[src/rtl/rv_bus_pkg.sv]
// Shared types for the I/D memory bus arbiter: FSM states, owner encoding
// and the round-robin winner pick.
package rv_bus_pkg;

    typedef enum logic [1:0] {
        IDLE = 2'd0,
        REQ  = 2'd1,
        RESP = 2'd2
    } arb_state_t;

    typedef enum logic {
        OWN_I = 1'b0,
        OWN_D = 1'b1
    } owner_t;

    // On a tie the requester that did not own the bus last goes first.
    function automatic owner_t rr_pick(input logic a_i, input logic a_d, input owner_t last);
        if (a_i && a_d) return (last == OWN_I) ? OWN_D : OWN_I;
        return a_d ? OWN_D : OWN_I;
    endfunction

endpackage

[src/rtl/mem_arb_watchdog.sv]
// Progress watchdog: counts enabled cycles since the last clear and flags
// expiry on the TIMEOUT_CYCLES-th one. TIMEOUT_CYCLES = 0 disables it.
module mem_arb_watchdog #(
    parameter int TIMEOUT_CYCLES = 64
) (
    input  logic clk,
    input  logic rst,
    input  logic clear,
    input  logic enable,
    output logic expired
);
    localparam int CNT_W = (TIMEOUT_CYCLES > 2) ? $clog2(TIMEOUT_CYCLES) : 1;
    localparam int LIMIT = (TIMEOUT_CYCLES > 0) ? TIMEOUT_CYCLES - 1 : 0;

    logic [CNT_W-1:0] r_cnt;
    logic             w_hit;

    always_ff @(posedge clk or posedge rst) begin
        if (rst) begin
            r_cnt <= '0;
        end else if (clear) begin
            r_cnt <= '0;
        end else if (enable && !w_hit) begin
            r_cnt <= r_cnt + CNT_W'(1);
        end
    end

    generate
        if (TIMEOUT_CYCLES == 0) begin : g_off
            assign w_hit = 1'b0;
        end else begin : g_on
            assign w_hit = (r_cnt == CNT_W'(LIMIT));
        end
    endgenerate

    assign expired = enable && w_hit;

endmodule

[src/rtl/mem_bus_arbiter.sv]
// Arbitrates the single-port memory between instruction fetch (I) and
// load/store (D), one outstanding transaction at a time, with a stall watchdog.
module mem_bus_arbiter
    import rv_bus_pkg::*;
#(
    parameter int ADDR_W         = 32,
    parameter int DATA_W         = 32,
    parameter int TIMEOUT_CYCLES = 64
) (
    input  logic                clk,
    input  logic                rst,
    input  logic                i_req,
    input  logic [ADDR_W-1:0]   i_addr,
    output logic                i_gnt,
    output logic                i_rvalid,
    output logic [DATA_W-1:0]   i_rdata,
    output logic                i_err,
    input  logic                d_req,
    input  logic                d_we,
    input  logic [ADDR_W-1:0]   d_addr,
    input  logic [DATA_W-1:0]   d_wdata,
    input  logic [DATA_W/8-1:0] d_wstrb,
    output logic                d_gnt,
    output logic                d_rvalid,
    output logic [DATA_W-1:0]   d_rdata,
    output logic                d_err,
    output logic                m_req,
    output logic                m_we,
    output logic [ADDR_W-1:0]   m_addr,
    output logic [DATA_W-1:0]   m_wdata,
    output logic [DATA_W/8-1:0] m_wstrb,
    input  logic                m_gnt,
    input  logic                m_rvalid,
    input  logic [DATA_W-1:0]   m_rdata
);
    localparam int STRB_W = DATA_W / 8;

    arb_state_t          r_state;
    owner_t              r_owner;
    owner_t              r_last;
    logic                r_we;
    logic [ADDR_W-1:0]   r_addr;
    logic [DATA_W-1:0]   r_wdata;
    logic [STRB_W-1:0]   r_wstrb;
    logic                r_i_rvalid, r_i_err, r_d_rvalid, r_d_err;
    logic [DATA_W-1:0]   r_i_rdata, r_d_rdata;

    owner_t              w_win;
    logic                w_start, w_accept, w_done, w_busy;
    logic                w_expired, w_timeout, w_rsp_fire, w_clear;
    logic [DATA_W-1:0]   w_rsp_data;

    assign w_win    = rr_pick(i_req, d_req, r_last);
    // Gated by rst so no grant can leak out while reset is asserted.
    assign w_start  = (r_state == IDLE) && (i_req || d_req) && !rst;
    assign w_accept = (r_state == REQ)  && m_gnt;
    assign w_done   = (r_state == RESP) && m_rvalid;
    assign w_busy   = (r_state == REQ)  || (r_state == RESP);

    // Real progress in the same cycle as expiry wins over the timeout.
    assign w_timeout  = w_expired && !w_accept && !w_done;
    assign w_rsp_fire = w_done || w_timeout;
    assign w_rsp_data = (w_timeout || r_we) ? '0 : m_rdata;
    assign w_clear    = w_start || w_accept || w_rsp_fire;

    mem_arb_watchdog #(
        .TIMEOUT_CYCLES (TIMEOUT_CYCLES)
    ) u_wdog (
        .clk     (clk),
        .rst     (rst),
        .clear   (w_clear),
        .enable  (w_busy),
        .expired (w_expired)
    );

    always_ff @(posedge clk or posedge rst) begin
        if (rst) begin
            r_state    <= IDLE;
            r_owner    <= OWN_D;
            r_last     <= OWN_D;
            r_we       <= 1'b0;
            r_addr     <= '0;
            r_wdata    <= '0;
            r_wstrb    <= '0;
            r_i_rvalid <= 1'b0;
            r_i_err    <= 1'b0;
            r_i_rdata  <= '0;
            r_d_rvalid <= 1'b0;
            r_d_err    <= 1'b0;
            r_d_rdata  <= '0;
        end else begin
            r_i_rvalid <= 1'b0;
            r_i_err    <= 1'b0;
            r_i_rdata  <= '0;
            r_d_rvalid <= 1'b0;
            r_d_err    <= 1'b0;
            r_d_rdata  <= '0;

            case (r_state)
                IDLE: begin
                    if (w_start) begin
                        r_owner <= w_win;
                        r_state <= REQ;
                        if (w_win == OWN_I) begin
                            r_we    <= 1'b0;
                            r_addr  <= i_addr;
                            r_wdata <= '0;
                            r_wstrb <= '0;
                        end else begin
                            r_we    <= d_we;
                            r_addr  <= d_addr;
                            r_wdata <= d_wdata;
                            r_wstrb <= d_wstrb;
                        end
                    end
                end
                REQ: begin
                    if (w_accept) r_state <= RESP;
                end
                RESP: ;
                default: r_state <= IDLE;
            endcase

            if (w_rsp_fire) begin
                r_state <= IDLE;
                r_last  <= r_owner;
                if (r_owner == OWN_I) begin
                    r_i_rvalid <= 1'b1;
                    r_i_err    <= w_timeout;
                    r_i_rdata  <= w_rsp_data;
                end else begin
                    r_d_rvalid <= 1'b1;
                    r_d_err    <= w_timeout;
                    r_d_rdata  <= w_rsp_data;
                end
            end
        end
    end

    assign i_gnt    = w_start && (w_win == OWN_I);
    assign d_gnt    = w_start && (w_win == OWN_D);
    assign i_rvalid = r_i_rvalid;
    assign i_err    = r_i_err;
    assign i_rdata  = r_i_rdata;
    assign d_rvalid = r_d_rvalid;
    assign d_err    = r_d_err;
    assign d_rdata  = r_d_rdata;

    assign m_req   = (r_state == REQ);
    assign m_we    = r_we;
    assign m_addr  = r_addr;
    assign m_wdata = r_wdata;
    assign m_wstrb = r_wstrb;

endmodule

[config.mk]
export PLATFORM = sky130hd
export DESIGN_NAME = mem_bus_arbiter
export DESIGN_NICKNAME = d
export VERILOG_FILES = /design/src/rtl/rv_bus_pkg.sv /design/src/rtl/mem_arb_watchdog.sv /design/src/rtl/mem_bus_arbiter.sv
export SDC_FILE = /design/constraint.sdc
export NUM_CORES = 1
export LEC_CHECK = 0
export CAP_MARGIN = 20
export CORE_MARGIN = 3
export CORE_UTILIZATION = 38
export DETAILED_ROUTE_END_ITERATION = 7
export GPL_ROUTABILITY_DRIVEN = 0
export PLACE_DENSITY = 0.77
export SLEW_MARGIN = 20
export SYNTH_ARGS = -nofsm -noshare
export SYNTH_HDL_FRONTEND = slang
export SYNTH_SLANG_ARGS = --single-unit
[constraint.sdc]
create_clock -name clk -period 13.6 [get_ports clk]
set_input_delay 3.4 -clock clk [delete_from_list [all_inputs] [get_ports clk]]
set_output_delay 3.4 -clock clk [all_outputs]
set_load 0.02 [all_outputs]
==> impl_metrics.py <==
metrics = {
    "run_status": {
        "status": "completed",
    },
    "global_routing": {
        "grt_max_degree": 87,
        "grt_pass1_wl_um": 24900,
        "grt-ovfl-total": 0,
        "track_usage_pct": 20.0,
        "grt_pass1_vias": 4600,
        "antenna_found_initial": 0,
    },
    "sta": {
        "finalCriticalPeriod_ps": 8810,
        "relSlewSlack_pct": 48.2,
        "max_freq_ghz": 0.114,
        "finalHoldViolCount": 0,
        "tightest_slew_ps": 777,
        "hold_ws_ps": 504,
        "worst_clock_skew_ps": 7.60,
        "finalSetupTns_ps": 0,
        "drv_slew": 0,
        "setup_viol": 0,
        "finalCritPeriodShare_pct": 64.8,
        "rsz0062_at_grt": "no",
    },
    "place": {
        "port_buffers": 278,
        "place_inst": 838,
        "hpwl_um": 11600,
    },
    "synthesis": {
        "yosysUniqueCellTypes": 38,
        "synth.avg_cell_area_um2": 13.8,
        "syn-num-nets": 546,
        "synthesis.area_um2": 5530,
        "ys_seq_elements": 147,
        "post_synth_inst_count": 402,
        "synth_area_leader_cell": "dfrtp_1",
        "synth_area_leaders": "dfrtp_1 (66%), a22o_1 (11%), a21o_1 (4.5%)",
        "yosys_warnings": 0,
        "synth-edff-count": 0,
        "yosysTopAreaCellShare_pct": 65.6,
        "ys.flop_type": "dfrtp_1",
        "ys_seq_area_share_pct": 66.5,
        "synthArstFlopShare_pct": 100,
    },
    "clock_tree": {
        "clk_latency_ps": 410,
        "cts_setup_buffers": 0,
        "path_clk_slew_ps": 60,
        "cts_htree_levels": 4,
        "cts-root-buf": "clkbuf_16",
        "cts_tree": "done",
        "cts_resized": 0,
        "clock_tree.buffer_depth": 2,
        "hold_buffers": 0,
        "numCtsBuffers": 17,
        "clkSinkCount": 147,
    },
    "die": {
        "chipWidth_um": 127,
        "coreArea_um2": 14000,
        "fp-row-count": 43,
        "io_pins": 279,
        "die_h_um": 127,
        "dieArea_um2": 16000,
        "initial_utilization_pct": 39.4,
    },
    "critical_path": {
        "crit_path_end_kind": "output port",
        "crit_path_cell_trace": "clkdlybuf4s50_1 -> nor2b_2 -> o21ai_4 -> a21oi_2 -> buf_4 -> clkdlybuf4s50_1",
        "crit_arrival_ps": 5410,
        "slowest_delay_ps": 690,
        "critical_path_class": "in2out",
        "crit_top_cell": "clkdlybuf4s50_1",
        "crit_fanout": 33,
        "required_ps": 10200,
        "startpoint_type": "input port",
        "critPathSlowestCell": "clkdlybuf4s50_1",
    },
    "pwr": {
        "power_density_nw_per_um2": 203,
        "p_leak_nw": 4.30,
        "vdd_ir_drop_max_uv": 147,
    },
    "detailed_routing": {
        "drc": 0,
        "routed-via-count": 4333,
        "drtIter0Drc": 203,
        "vias_per_cell": 4.99,
        "routed_wl_um": 16200,
        "avgRoutedWirePerCell_um": 18.6,
        "firstDrtPassIters": 4,
        "ant_nets": 0,
    },
    "job": {
        "cap_viol_max_count": 0,
    },
    "layout": {
        "syn2layout_area_growth_pct": 63.6,
        "nFillCells": 1056,
        "layout_commonest_cell": "clkdlybuf4s50_1",
        "mostFrequentLayoutCells": "clkdlybuf4s50_1 (278), dfrtp_1 (145), a22o_1 (69)",
        "instances_no_fill": 869,
        "n_antenna_cell": 0,
        "drive_gt1_share_pct": 7.40,
        "final_nets": 821,
    },
    "worst_hold_path": {
        "min_path_type": "reg2reg",
    },
}
synth_stat cells, types with 2 or more instances:
| library cell | instances |
|---|---|
| ha_1 | 5 |
| dfstp_2 | 2 |
| clkbuf_1 | 16 |
| and3_1 | 34 |
| a21oi_1 | 5 |
| and2_1 | 35 |
| a21oi_2 | 2 |
| xor2_1 | 3 |
| dfrtp_1 | 145 |
| a22o_1 | 69 |
| buf_6 | 5 |
| inv_1 | 5 |
| nand2_1 | 4 |
| a21o_1 | 33 |
| nor2_1 | 9 |
| nor3_1 | 3 |
| buf_2 | 6 |
layout make-up:
class,count,area (µm²),share of cell area [%]
flip-flops and latches,147,3680,40.7
repair buffers,284,2830,31.3
multi-input cells,222,1690,18.6
clock buffers,17,425,4.70
well taps,180,225,2.49
clock inverters,14,180,1.99
inverters,5,23.8,0.263
power by group:
group          total [mW]  internal [mW]  switching [mW]
Combinational       0.716          0.374           0.342
Sequential          0.648          0.563          0.0845
Clock               0.474          0.290           0.184
cell families (layout without fill, tap and decap cells):
logic type | after synthesis | in the layout | share of synthesized area, %
DFF | 147 | 147 | 66.5
AOI/OAI and AO/OA | 116 | 116 | 17.5
and+or+nand+nor | 95 | 95 | 10.6
buffers and inverters | 33 | 320 | 3.12
adders and majority gates | 5 | 5 | 1.13
xor gates and xnor gates | 3 | 3 | 0.475
muxes | 3 | 3 | 0.656
path summary, 6_finish.rpt:
kind | from | slack, ps | cells after the start | end
max in group asynchronous | rst | 8910 | 3 | m_addr[3]$_DFFE_PP0P_
worst max-delay path | rst | 4790 | 6 | i_gnt
worst min-delay path | m_wdata[2]$_DFFE_PP0P_ | 500 | 1 | m_wdata[2]$_DFFE_PP0P_
worst max register to register | r_state[0]$_DFFE_PP0P_ | 11400 | 7 | u_wdog.r_cnt[3]$_DFFE_PP0P_
min in group asynchronous | rst | 3500 | 2 | r_state[1]$_DFFE_PP0P_
worst min register to register | m_wdata[2]$_DFFE_PP0P_ | 500 | 1 | m_wdata[2]$_DFFE_PP0P_
flip-flops by register name, indices dropped and copies added, names as in the netlist, 2 cells and up:
signal / cells
i_rdata: 32
u_wdog.r_cnt: 6
m_wstrb: 4
d_rdata: 32
m_addr: 32
r_state: 2
m_wdata: 32
routing by layer:
| metal | vias to the layer above | share of wire (%) | track usage [%] |
|---|---|---|---|
| li1 | 1986 | - | - |
| met1 | 2155 | 38 | 22.9 |
| met2 | 158 | 53 | 35.2 |
| met3 | 34 | 6.1 | 5.39 |
| met4 | 0 | 2.6 | 8.71 |
| met5 | - | 0 | 0 |
worst max-delay path, delay by kind of cell:
family / cells / cell delay (ps)
buffers and inverters: 3 / 1560
AND/OR/NAND/NOR: 1 / 220
AO/OA/AOI/OAI: 2 / 190
metrics by stage:
stage	util, %	setup WS, ps	area (µm²)	total power [mW]
floorplan	-	6110	5530	1.03
global placement	60.1	4850	8440	1.36
detailed placement	60.1	4790	8440	1.37
CTS	64.4	4780	9050	1.86
global route	64.5	4680	9050	1.93
finish	64.5	4790	9050	1.84
No activity file was read; power rests on OpenSTA's default activity.
